==> src/rtl/udar_pkg.sv <==
// Shared types for the ultrasonic ranging blocks: FSM state encoding and
// result error codes reported to the ranging controller.
package udar_pkg;

  typedef enum logic [1:0] {
    IDLE    = 2'd0,
    ARMED   = 2'd1,
    MEASURE = 2'd2,
    DONE    = 2'd3
  } state_e;

  typedef enum logic [1:0] {
    ERR_OK     = 2'b00,
    ERR_NOECHO = 2'b01,
    ERR_OVF    = 2'b10
  } err_e;

endpackage

==> src/rtl/echo_capture_if.sv <==
// Controller-facing handshake of echo_capture: arm request in, result out.
interface echo_capture_if #(
  parameter int CNT_W = 16
);
  logic             start;
  logic             ready;
  logic             valid;
  logic [CNT_W-1:0] width;
  logic [1:0]       err;

  modport master (output start, input ready, valid, width, err);
  modport slave  (input start, output ready, valid, width, err);
endinterface

==> src/rtl/sync_edge.sv <==
// Multi-flop synchronizer for an asynchronous input plus rise/fall detection
// on the synchronized level. STAGES must be at least 2.
module sync_edge #(
  parameter int STAGES = 2
) (
  input  logic clk,
  input  logic rst_n,
  input  logic d_i,
  output logic q_o,
  output logic rise_o,
  output logic fall_o
);

  logic [STAGES-1:0] sync_q;
  logic              d_q;

  // NOTE: sequential state uses non-blocking assignments so every flop samples
  // pre-edge values regardless of statement order.
  always_ff @(posedge clk or negedge rst_n) begin
    if (!rst_n) begin
      sync_q <= '0;
      d_q    <= 1'b0;
    end else begin
      sync_q <= {sync_q[STAGES-2:0], d_i};
      d_q    <= sync_q[STAGES-1];
    end
  end

  assign q_o    = sync_q[STAGES-1];
  assign rise_o =  sync_q[STAGES-1] & ~d_q;
  assign fall_o = ~sync_q[STAGES-1] &  d_q;

endmodule

==> src/rtl/echo_capture.sv <==
// Times the sensor echo-high pulse after an arm request and reports its width
// in clk cycles, or a no-echo / overflow error, as a one-cycle valid result.
module echo_capture
  import udar_pkg::*;
#(
  parameter int CNT_W       = 16,
  parameter int ARM_TO      = 1000,
  parameter int SYNC_STAGES = 2
) (
  input  logic            clk,
  input  logic            rst,
  input  logic            echo,
  echo_capture_if.slave   bus
);

  localparam int               AW      = (ARM_TO > 1) ? $clog2(ARM_TO) : 1;
  localparam logic [CNT_W-1:0] CNT_MAX = '1;

  logic echo_s, rise, fall;

  sync_edge #(.STAGES(SYNC_STAGES)) u_sync (
    .clk    (clk),
    .rst_n  (rst),
    .d_i    (echo),
    .q_o    (echo_s),
    .rise_o (rise),
    .fall_o (fall)
  );

  state_e           state_q, state_d;
  logic [AW-1:0]    arm_cnt_q, arm_cnt_d;
  logic [CNT_W-1:0] cnt_q, cnt_d;
  err_e             code_q, code_d;

  logic             ready_q, ready_d;
  logic             valid_q, valid_d;
  logic [CNT_W-1:0] width_q, width_d;
  logic [1:0]       err_q, err_d;

  logic accept;
  assign accept = (state_q == IDLE) && ready_q && bus.start;

  // NOTE: counters and result registers are plain flops, so all of them are
  // reset; nothing here is a memory array that could be left uninitialised.
  always_ff @(posedge clk or negedge rst) begin
    if (!rst) begin
      state_q   <= IDLE;
      arm_cnt_q <= '0;
      cnt_q     <= '0;
      code_q    <= ERR_OK;
      ready_q   <= 1'b1;
      valid_q   <= 1'b0;
      width_q   <= '0;
      err_q     <= ERR_OK;
    end else begin
      state_q   <= state_d;
      arm_cnt_q <= arm_cnt_d;
      cnt_q     <= cnt_d;
      code_q    <= code_d;
      ready_q   <= ready_d;
      valid_q   <= valid_d;
      width_q   <= width_d;
      err_q     <= err_d;
    end
  end

  // NOTE: every signal written here gets a default first, so no path can
  // leave it unassigned and infer a latch.
  always_comb begin
    state_d   = state_q;
    arm_cnt_d = arm_cnt_q;
    cnt_d     = cnt_q;
    code_d    = code_q;
    unique case (state_q)
      IDLE: begin
        if (accept) begin
          state_d   = ARMED;
          arm_cnt_d = '0;
        end
      end
      ARMED: begin
        arm_cnt_d = arm_cnt_q + 1'b1;
        // A rise on the timeout cycle still counts as an echo.
        if (rise) begin
          state_d = MEASURE;
          cnt_d   = CNT_W'(1);
        end else if (arm_cnt_q == AW'(ARM_TO - 1)) begin
          state_d = DONE;
          cnt_d   = '0;
          code_d  = ERR_NOECHO;
        end
      end
      MEASURE: begin
        if (fall) begin
          state_d = DONE;
          code_d  = ERR_OK;
        end else if (cnt_q == CNT_MAX) begin
          state_d = DONE;
          code_d  = ERR_OVF;
        end else begin
          cnt_d = cnt_q + 1'b1;
        end
      end
      DONE: state_d = IDLE;
      default: state_d = IDLE;
    endcase
  end

  // The result is published one cycle after DONE; ready comes back one cycle
  // after that, so a new start never overlaps the valid pulse.
  always_comb begin
    valid_d = (state_q == DONE);
    width_d = (state_q == DONE) ? cnt_q : width_q;
    err_d   = (state_q == DONE) ? code_q : err_q;
    ready_d = (state_q == IDLE) && (state_d == IDLE);
  end

  assign bus.ready = ready_q;
  assign bus.valid = valid_q;
  assign bus.width = width_q;
  assign bus.err   = err_q;

endmodule

==> src/flat_wrapper.sv <==
// flat-port wrapper written by rule: the top's interface ports become plain ports
module echo_capture_flat import udar_pkg::*;
#(
  parameter int CNT_W       = 16,
  parameter int ARM_TO      = 1000,
  parameter int SYNC_STAGES = 2
)
  (clk, rst, echo, bus_start, bus_ready, bus_valid, bus_width, bus_err);
  echo_capture_if #(.CNT_W(CNT_W)) bus_i ();
  input  logic clk;
  input  logic rst;
  input  logic echo;
  input wire logic [$bits(bus_i.start)-1:0] bus_start;
  output wire logic [$bits(bus_i.ready)-1:0] bus_ready;
  output wire logic [$bits(bus_i.valid)-1:0] bus_valid;
  output wire logic [$bits(bus_i.width)-1:0] bus_width;
  output wire logic [$bits(bus_i.err)-1:0] bus_err;
  assign bus_i.start = bus_start;
  assign bus_ready = bus_i.ready;
  assign bus_valid = bus_i.valid;
  assign bus_width = bus_i.width;
  assign bus_err = bus_i.err;
  echo_capture #(.CNT_W(CNT_W), .ARM_TO(ARM_TO), .SYNC_STAGES(SYNC_STAGES)) u_core (.clk(clk), .rst(rst), .echo(echo), .bus(bus_i));
endmodule
==> config.mk <==
export PLATFORM = sky130hd
export DESIGN_NAME = echo_capture_flat
export DESIGN_NICKNAME = d
export VERILOG_FILES = /design/src/rtl/udar_pkg.sv /design/src/rtl/echo_capture_if.sv /design/src/rtl/sync_edge.sv /design/src/rtl/echo_capture.sv /design/src/flat_wrapper.sv
export SDC_FILE = /design/constraint.sdc
export NUM_CORES = 1
export LEC_CHECK = 0
export ABC_AREA = 1
export CORE_MARGIN = 3
export CORE_UTILIZATION = 57
export CTS_BUF_LIST = sky130_fd_sc_hd__clkbuf_16
export CTS_CLUSTER_SIZE = 25
export DETAILED_ROUTE_END_ITERATION = 12
export HOLD_SLACK_MARGIN = 0.08
export PLACE_DENSITY = 0.84
export SKIP_LAST_GASP = 1
export SYNTH_ARGS = -nofsm -noshare
export SYNTH_HDL_FRONTEND = slang
export SYNTH_SLANG_ARGS = --single-unit
export TNS_END_PERCENT = 10
==> constraint.sdc <==
create_clock -name clk -period 2.2 [get_ports clk]
set_clock_uncertainty 0.15 [all_clocks]
set_input_delay 0.33 -clock clk [delete_from_list [all_inputs] [get_ports clk]]
set_output_delay 0.33 -clock clk [all_outputs]
set_load 0.01 [all_outputs]
# Word level (Yosys, flattened, before mapping)
# Cells that the tools add are included.
word_totals:
  mem_count: 0
  reg_bits: 53
  output_inout_bits: 20
  ramBits: 0
  latchBits: 0
  inputBits: 4
  rom_bits: 0
  wordCells: 56
op_classes:
  shifts: 0
  muxes: 18
  order_cmp: 0
  reduce_logical: 10
  bitwise_logic: 4
  n_eq_ne: 12
  multipliers: 0
  addsub: 2
  div_mod_pow: 0
ops:
  columns: ["op", "n"]
  rows:
  - ["two-way mux 16 bit", 4]
  - ["one-hot mux 16 bit (2 select lines)", 1]
  - ["one-hot mux 10 bit (2 select lines)", 1]
  - ["two-way mux 2 bit", 9]
  - ["adder 16 x 1 -> 16 bit, second input constant", 1]
  - ["== test 16 bit, second input constant", 1]
  - ["adder 10 x 1 -> 10 bit, second input constant", 1]
  - ["== test 10 bit, second input constant", 1]
  - ["two-way mux 10 bit", 1]
  - ["one-hot mux 2 bit (4 select lines)", 1]
  - ["AND reduction 4 bit", 2]
  - ["!= test 2 bit, second input constant", 3]
  - ["!= test 3 x 1 -> 1 bit, second input constant", 2]
  - ["== test 2 bit, second input constant", 2]
  - ["zero test 2 bit", 2]
  - ["!= test 2 x 1 -> 1 bit, second input constant", 2]
  - ["one-hot mux 2 bit (2 select lines)", 1]
  - ["nonzero test 2 bit", 2]
  - ["logical AND 1 bit", 3]
  - ["bitwise AND 1 bit", 2]
  - ["== test 2 x 1 -> 1 bit, second input constant", 1]
  - ["NOT 1 bit", 2]
  - ["AND reduction 2 bit", 1]

# Depth between registers and ports, before layout
# Gate-level depths: netlist of run 1.
logic_depth:
  depth_word: 7
  depth_mapped: 11
  ltp_nobuf: 10

# Hierarchy
# From an unflattened synthesis of run 1, not the netlist that was laid out.
unflattened:
  hier_cells: 373
  hier_area_um2: 2775.2
by_module_without_submodules:
  columns: ["mod", "area_each_um2", "cells_per_inst", "instances"]
  rows:
  - ["echo_capture", 2685.1, 366, 1]
  - ["sync_edge", 90.1, 7, 1]

# Worst setup path before layout of run 1
# OpenSTA, ideal clock, no wires.
synth_timing:
  kind: "reg2reg"
  start: "reg u_core.state_q[0]"
  end: "reg u_core.cnt_q[7]"
  path_buffers: 2
  synth_period_minus_slack_ns: 1.833
  setup_slack_ns: 0.367
  arrival_time_ns: 1.609
  path_stages_with_launch: 11
  cell_sequence: "dfrtp_1 -> inv_1 -> ha_1 -> buf_4 -> inv_1 -> nor2_2 -> o21ai_4 -> a21oi_4 -> buf_6 -> nand2_2 -> o21ai_2"
synth_between:
  elab_chain_len: 3
synth_lines:
  columns: ["element", "line_no", "text"]
  rows:
  - ["start, declared", "echo_capture.sv:30", "state_e state_q, state_d;"]
  - ["start signal, assigned", "echo_capture.sv:56", "state_q <= state_d;"]
  - ["== test 2 x 1 -> 1 bit / == test 2 bit (equally long branches)", "echo_capture.sv:74", "unique case (state_q)"]
  - ["!= test 3 x 1 -> 1 bit (no source line), or another cell as far along", null, null]
  - ["AND reduction 4 bit (no source line)", null, null]
  - ["end signal, assigned", "echo_capture.sv:58", "cnt_q <= cnt_d;"]
  - ["end, declared", "echo_capture.sv:32", "logic [CNT_W-1:0] cnt_q, cnt_d;"]
# Several ways; a longest one is shown, not always the timed one.
# A chain may end at the register's enable or synchronous reset.

# Worst setup path in the final report of run 1
layout_timing:
  start: "reg u_core.state_q[0]"
  end: "reg u_core.cnt_q[1]"
# Same word-level chain as after synthesis.

==> results of run 1 <==
## cell families after synthesis
| logic type | Yosys count | share of synthesized area |
|---|---|---|
| adder cells (fa/ha/maj) | 7 | 0.0318 |
| buffers and inverters | 36 | 0.0568 |
| multiplexers | 9 | 0.0368 |
| AO/OA/AOI/OAI | 40 | 0.100 |
| AND/OR/NAND/NOR | 167 | 0.254 |
| flip-flops | 53 | 0.482 |
| XOR/XNOR | 12 | 0.0382 |
## per-stage QoR
stage / hold slack, ps / TNS, ps / util / setup slack [ps] / total power [mW]
after detailed placement: 186 / -481 / 0.676 / -65.4 / 2.68
after global placement: 185 / 0 / 0.676 / 47.6 / 2.63
after floorplan: -116 / 0 / - / 367 / 2.24
after global routing: 211 / -43.3 / 0.724 / -19.9 / 3.92
after CTS: 201 / 0 / 0.718 / 91.4 / 3.61
final: 200 / 0 / 0.724 / 146 / 3.67
## registers in the layout (all words and copies together), names as in the netlist
name / cells
u_core.bus.err: 2
u_core.bus.ready: 1
u_core.state_q: 2
u_core.u_sync.sync_q: 2
u_core.arm_cnt_q: 10
u_core.cnt_q: 16
u_core.u_sync.d_q: 1
u_core.code_q: 2
u_core.bus.valid: 1
u_core.bus.width: 16
## routing by layer
metal	wire (um)	part of all wire	up-vias
li1	-	-	1099
met1	2630	0.47	1043
met2	2650	0.47	47
met3	186	0.033	11
met4	127	0.023	0
met5	0	0	-
## worst min-delay path by stage
stage | startpoint | end | slack (ps) | cells past startpoint
after floorplan | rst | u_core.arm_cnt_q[0] | -120 | 0
after global placement | rst | u_core.arm_cnt_q[7] | 180 | 1
after detailed placement | rst | u_core.arm_cnt_q[5] | 190 | 1
after CTS | u_core.u_sync.sync_q[0] | u_core.u_sync.sync_q[1] | 200 | 0
after global routing | u_core.u_sync.sync_q[0] | u_core.u_sync.sync_q[1] | 210 | 0
final | u_core.u_sync.sync_q[0] | u_core.u_sync.sync_q[1] | 200 | 0
## cell usage in the layout, fill, tap and decap left out
cell and count:
dfstp_2 1, inv_2 1, buf_2 1, buf_12 1, nor2_1 52, o21ai_2 10
clkbuf_16 5, nor3_1 4, a21oi_4 2, o21ai_0 11, xor2_1 12, clkinv_1 1
mux2_2 9, inv_1 28, clkdlybuf4s50_1 22, nand2_2 8, nand2_1 79, o21ai_4 2
a21oi_1 15, ha_2 1, and2_1 1, buf_4 8, nor3_2 1, dfrtp_1 52
bufinv_16 1, nor3b_1 1, nand3_1 18, ha_1 6, dlygate4sd3_1 1, nor2_2 2
a2bb2oi_1 1, nand3_2 1
## report_power, final
group	switching (mW)	internal [mW]
clock network	0.329	0.529
logic	0.833	0.613
registers	0.160	1.20
total	1.32	2.34
## area by class of cell
cell class | count | area, sq um | share of cell area
clock inverter | 3 | 37.5 | 0.0115
sequential | 53 | 1330 | 0.407
multi-input combinational | 236 | 1290 | 0.394
timing repair buffer | 33 | 315 | 0.0967
inverter | 28 | 105 | 0.0322
tap | 52 | 65.1 | 0.0199
clock buffer | 5 | 125 | 0.0384
## worst reg2reg max path, delay by kind of cell (launching register included)
family,cells,cell delay (ps)
AOI/OAI and AO/OA,3,600
DFF,1,420
and+or+nand+nor,2,350
buffers and inverters,2,260
adders and majority gates,1,200
## what timing repair did
action | in CTS | in global routing
gates resized for setup | 1 | 1
setup endpoints to repair | 16 | 10
hold buffers | 1 | 0
cloned | 1 | 0
setup buffers | 0 | 2
pin swaps | 1 | 2
hold endpoints to repair | 22 | 0
==> out/qor.csv, run 1 <==
stage;metric;value;unit
floorplanning;Site Rows;24;
finish;Ant. Diodes;0;
status;status;completed;
timing;final hold vios;0;
power_and_ir_drop;Power Dens Cells;1120;nW/um^2
floorplanning;core area;4500;sq um
yosys;Mean Syn Cell Area;8.49;sq um
routing;routed vias;2200;
placement;port bufs;23;
clocking;CTS H-tree depth;2;
timing;Worst slew margin;0.628;
critical_path;Worst R2R Start;u_core.state_q[0];
finish;Finished Cell Area;3260;sq um
yosys;Mapped Area;2750;sq um
placement;Cell Area, Placed;3040;sq um
grt;initial antenna violation count;0;
power_and_ir_drop;P_leak;1.48;nW
grt;global-route wire length before repair;9570;um
clocking;CTS root buf;clkbuf_16;
yosys;commonest cells in the netlist;nand2_1 (79), dfrtp_1 (52), nor2_1 (52);
yosys;most numerous cell in the Yosys netlist;nand2_1;
yosys;area share of the largest cell type after synthesis;0.473;
timing;Max Transition Viols Final;0;
critical_path;crit-path cells;inv_1 > ha_1 > inv_1 > nor2_2 > o21ai_4 > a21oi_4 > nand2_1 > o21ai_2;
grt;vias in the first global route;2115;
critical_path;Crit path arrival time;2120;ps
yosys;ys flop type;dfrtp_1;
timing;Worst-Margin Slew;558;ps
flow_run;MaxCap Viol Count;0;
yosys;#FFs+latches synth;53;
routing;# DRC;0;
critical_path;critical path's slowest cell;dfrtp_1;
placement;Placer Congestion;0.846;
critical_path;most numerous cell on the critical path;inv_1;
critical_path;CP max FO;13;
floorplanning;I/O pin cnt;24;
grt;GR Overflow Total;0;
timing;Tcrit/Tclk final;0.934;
worst_hold_path;Worst Hold Class;reg2reg;
yosys;Yosys warnings;0;
grt;grt met3 use;0.0383;
critical_path;Critical Path RT;2260;ps
clocking;TritonCTS clock tree;yes;
timing;RSZ-0062 raised after global routing;true;
clocking;clock slew at reported path FFs;70;ps
critical_path;max incr delay on CP;420;ps
critical_path;endpoint class of the critical path;flip-flop;
critical_path;WP buf/inv;2;
floorplanning;Die Span X;75.5;um
finish;Area Overhead vs Synth;18.6;%
routing;WL/cell;13.6;um
clocking;Bufs on Longest Clock Path;2;
routing;Via-to-Cell Ratio;5.37;
yosys;post-synth net total;335;
grt;Tot GR Track Use;0.221;
yosys;asr flop ratio synth;1.00;
critical_path;crit path kind;reg2reg;
yosys;Netlist cell types;28;
power_and_ir_drop;Max VDD drop;731;uV
finish;layout cells sized above 1;0.151;
timing;setup violators final;0;
timing;Fmax achieved;0.487;GHz
yosys;Synth area leader;dfrtp_1;
critical_path;family with the most delay on the worst path;compound AO/OA/AOI/OAI gates;
critical_path;Levels on crit path;8;
placement;DP Wirelength;3790;um
floorplanning;Initial Util;0.611;
grt;largest net degree at the start of global routing;26;
routing;Routed Antenna Nets;0;
grt;M1 GR Usage;0.291;
finish;Layout Cells excl Fill;410;
clocking;Clock Sinks;53;
critical_path;flop-to-flop setup slack;150;ps
routing;DRT Wirelength;5600;um
grt;Top Usage Layer GRT;met2;
clocking;clk_lat worst skew;290;ps
critical_path;CP Launch Type;flip-flop;
floorplanning;die area;5700;sq um
finish;# fillers;323;
critical_path;Critical path origin;u_core.state_q[0];
yosys;synth top area cells;dfrtp_1 (47%), nand2_1 (11%), nor2_1 (7.1%), xor2_1 (3.8%), inv_1 (3.7%);
clocking;CTS Buf Count;5;
critical_path;r2r endpoint;u_core.cnt_q[1];
placement;Placed Cells;398;
finish;nets;368;
yosys;EDFF count, synth;0;
routing;drt initial violations;131;
critical_path;crit path to;u_core.cnt_q[1];
routing;first drt pass iteration count;4;
yosys;Gate Count Post-Synth;324;
floorplanning;Die H;75.5;um
timing;crit path time final;2050;ps
grt;GR Layer Usage met2;0.360;
critical_path;reg2reg path depth;8;
yosys;sequential-to-total area share from yosys stat;0.482;
No activity file was read; power rests on OpenSTA's default activity.
==> run 2: changes to the inputs <==
Settings changed: SKIP_CTS_REPAIR_TIMING set to 1.
Clock period 2.2 ns to 1.9 ns, I/O delays scaled along.
==> run 2 against run 1 <==
Combinational power grew 34%. Core utilization grew 5.3 points. Clock power increased by 18%. Critical path depth rose by 2. Final cell count is 6.1% higher. First-iteration DRC count down 5.3%. Final area is 7.3% higher. Sequential power is 14% higher. Global-route usage rose by 0.44 points. Total power is 23% higher.
==> out/qor.csv, run 2 (synthesized netlist as in run 1, its figures left out) <==
stage;metric;value;unit;change
timing;Max Transition Viols Final;0;;unchanged
critical_path;crit path kind;reg2reg;;
worst_hold_path;Hold Path Stages;0;;unchanged
timing;final hold vios;0;;unchanged
critical_path;reg2reg path depth;10;;+2
flow_run;MaxCap Viol Count;0;;unchanged
floorplanning;die area;5700;sq um;unchanged
routing;Via-to-Cell Ratio;5.36;;about the same
finish;layout cells sized above 1;0.217;;+0.0659
critical_path;Critical Path RT;1980;ps;-280 ps
grt;global-route wire length before repair;9670;um;+1.1%
floorplanning;Die H;75.5;um;unchanged
critical_path;family with the most delay on the worst path;simple AND/OR/NAND/NOR gates;;
clocking;Clock Sinks;53;;unchanged
routing;routed vias;2333;;+6.0%
timing;RSZ-0062 raised after global routing;true;;
clocking;CTS H-tree depth;2;;unchanged
critical_path;critical path's slowest cell;dfrtp_1;;
routing;WL/cell;14.0;um;+2.8%
routing;first drt pass iteration count;4;;unchanged
timing;Fin Setup TNS;0;ps;unchanged
critical_path;WP buf/inv;1;;-1
critical_path;crit-path cells;ha_1 > nand2_2 > nor2_2 > nand2_2 > o21ai_4 > buf_4 > nand2_1 > o21ai_2 > nand2_1 > nand2_1;;
status;status;completed;;
placement;DP Wirelength;4140;um;+9.2%
finish;most frequent cells in the layout;nand2_1 (79), dfrtp_1 (52), nor2_1 (51);;
timing;Fmax achieved;0.535;GHz;+9.9%
critical_path;Worst R2R Start;u_core.cnt_q[0];;
clocking;clock slew at reported path FFs;70;ps;about the same
timing;crit path time final;1870;ps;-184 ps
timing;Tcrit/Tclk final;0.984;;+0.0504
floorplanning;Initial Util;0.611;;unchanged
floorplanning;I/O pin cnt;24;;unchanged
timing;Worst slew margin;0.683;;+0.0545
critical_path;CP Launch Type;flip-flop;;
routing;Routed Antenna Nets;0;;unchanged
power_and_ir_drop;Max VDD drop;771;uV;+5.4%
timing;Worst-Margin Slew;476;ps;-81.7 ps
grt;vias in the first global route;2188;;+3.5%
placement;Cell Area, Placed;3230;sq um;+6.1%
routing;drt initial violations;124;;-5.3%
critical_path;flop-to-flop setup slack;30;ps;-120 ps
critical_path;max incr delay on CP;370;ps;-50 ps
routing;# DRC;0;;unchanged
power_and_ir_drop;Power Dens Cells;1290;nW/um^2;+15%
worst_hold_path;hold path startpoint;u_core.u_sync.sync_q[0];;
finish;Finished Cell Area;3500;sq um;+7.3%
routing;DRT Wirelength;6100;um;+9.0%
finish;most common cell after layout, fill and taps aside;nand2_1;;
critical_path;r2r endpoint;u_core.cnt_q[12];;
grt;Tot GR Track Use;0.226;;+0.00445
timing;setup violators final;0;;unchanged
floorplanning;Die Span X;75.5;um;unchanged
critical_path;Crit path arrival time;1950;ps;-170 ps
critical_path;CP max FO;7;;-6
finish;nets;393;;+6.8%
worst_hold_path;Worst Hold Class;reg2reg;;
critical_path;endpoint class of the critical path;flip-flop;;
worst_hold_path;hold path endpoint;u_core.u_sync.sync_q[1];;
floorplanning;core area;4500;sq um;unchanged
finish;Ant. Diodes;0;;unchanged
clocking;clk_lat worst skew;290;ps;about the same
clocking;CTS root buf;clkbuf_16;;
grt;largest net degree at the start of global routing;54;;+110%
grt;initial antenna violation count;0;;unchanged
critical_path;most numerous cell on the critical path;nand2_1;;
clocking;CTS Buf Count;5;;unchanged
clocking;Bufs on Longest Clock Path;2;;unchanged
floorplanning;Site Rows;24;;unchanged
placement;Placed Cells;421;;+5.8%
finish;Layout Cells excl Fill;435;;+6.1%
grt;GR Overflow Total;0;;unchanged
placement;port bufs;23;;unchanged
placement;Placer Congestion;0.843;;-0.37%
power_and_ir_drop;P_leak;1.63;nW;+10%
clocking;TritonCTS clock tree;yes;;
finish;Area Overhead vs Synth;27.2;%;
-- run 2: changes by cell type in the layout (fill, tap and decap cells not counted), sizes merged --
cell  before  now
buf       10   35
-- run 2: layout make-up --
type	instances	area, sq um
Fill cell	278	1000
Clock buffer	5	125
Tap cell	52	65.1
Clock inverter	3	42.5
Timing Repair Buffer	58	515
Multi-Input combinational cell	236	1320
Sequential cell	53	1330
Inverter	28	105
-- run 2: worst max path at each step --
stage                                 start               end  slack (ps)  cells after the start
after floorplan           u_core.state_q[0]   u_core.cnt_q[7]          70                     10
after global placement    u_core.state_q[1]   u_core.cnt_q[3]        -100                      6
after detailed placement  u_core.state_q[0]  u_core.cnt_q[15]        -200                      8
after CTS                 u_core.state_q[0]  u_core.cnt_q[15]        -230                      8
after global routing        u_core.cnt_q[0]  u_core.cnt_q[11]         -80                     10
final                       u_core.cnt_q[0]  u_core.cnt_q[12]          30                     10
-- run 2: power breakdown --
group          internal [mW]  switching (mW)
combinational          0.903            1.05
clock                  0.619           0.391
sequential              1.39           0.161
total                   2.91            1.60
-- run 2: worst reg2reg max path, delay by kind of cell (launching register included) --
kind	cells	cell delay, ps
adder cells (fa/ha/maj)	1	200
AO/OA/AOI/OAI	2	410
AND/OR/NAND/NOR	6	530
flip-flops	1	370
buffers and inverters	1	160
-- run 2: through the flow --
stage	worst slack [ps]	utilization	total power, mW	hold WS (ps)
4_1_cts	-230	0.754	4.31	-165
3_3_place_gp	-97.6	0.717	3.21	144
3_5_place_dp	-202	0.717	3.27	150
6_report	30.0	0.777	4.52	203
2_1_floorplan	66.9	-	2.60	-161
5_1_grt	-77.0	0.777	4.83	211
-- run 2: per-layer routing --
metal,routed length [um],vias to the layer above,track usage
met5,0,-,0
met4,140,0,0.0854
met3,284,14,0.0475
met2,3080,58,0.394
met1,2590,1116,0.274
li1,-,1145,-
==> run 3: changes to the inputs <==
Settings changed: HOLD_SLACK_MARGIN 0.08 to 0.03.
==> results of run 3 <==
The final DEF is identical to that of run 2; final timing and power are the same.
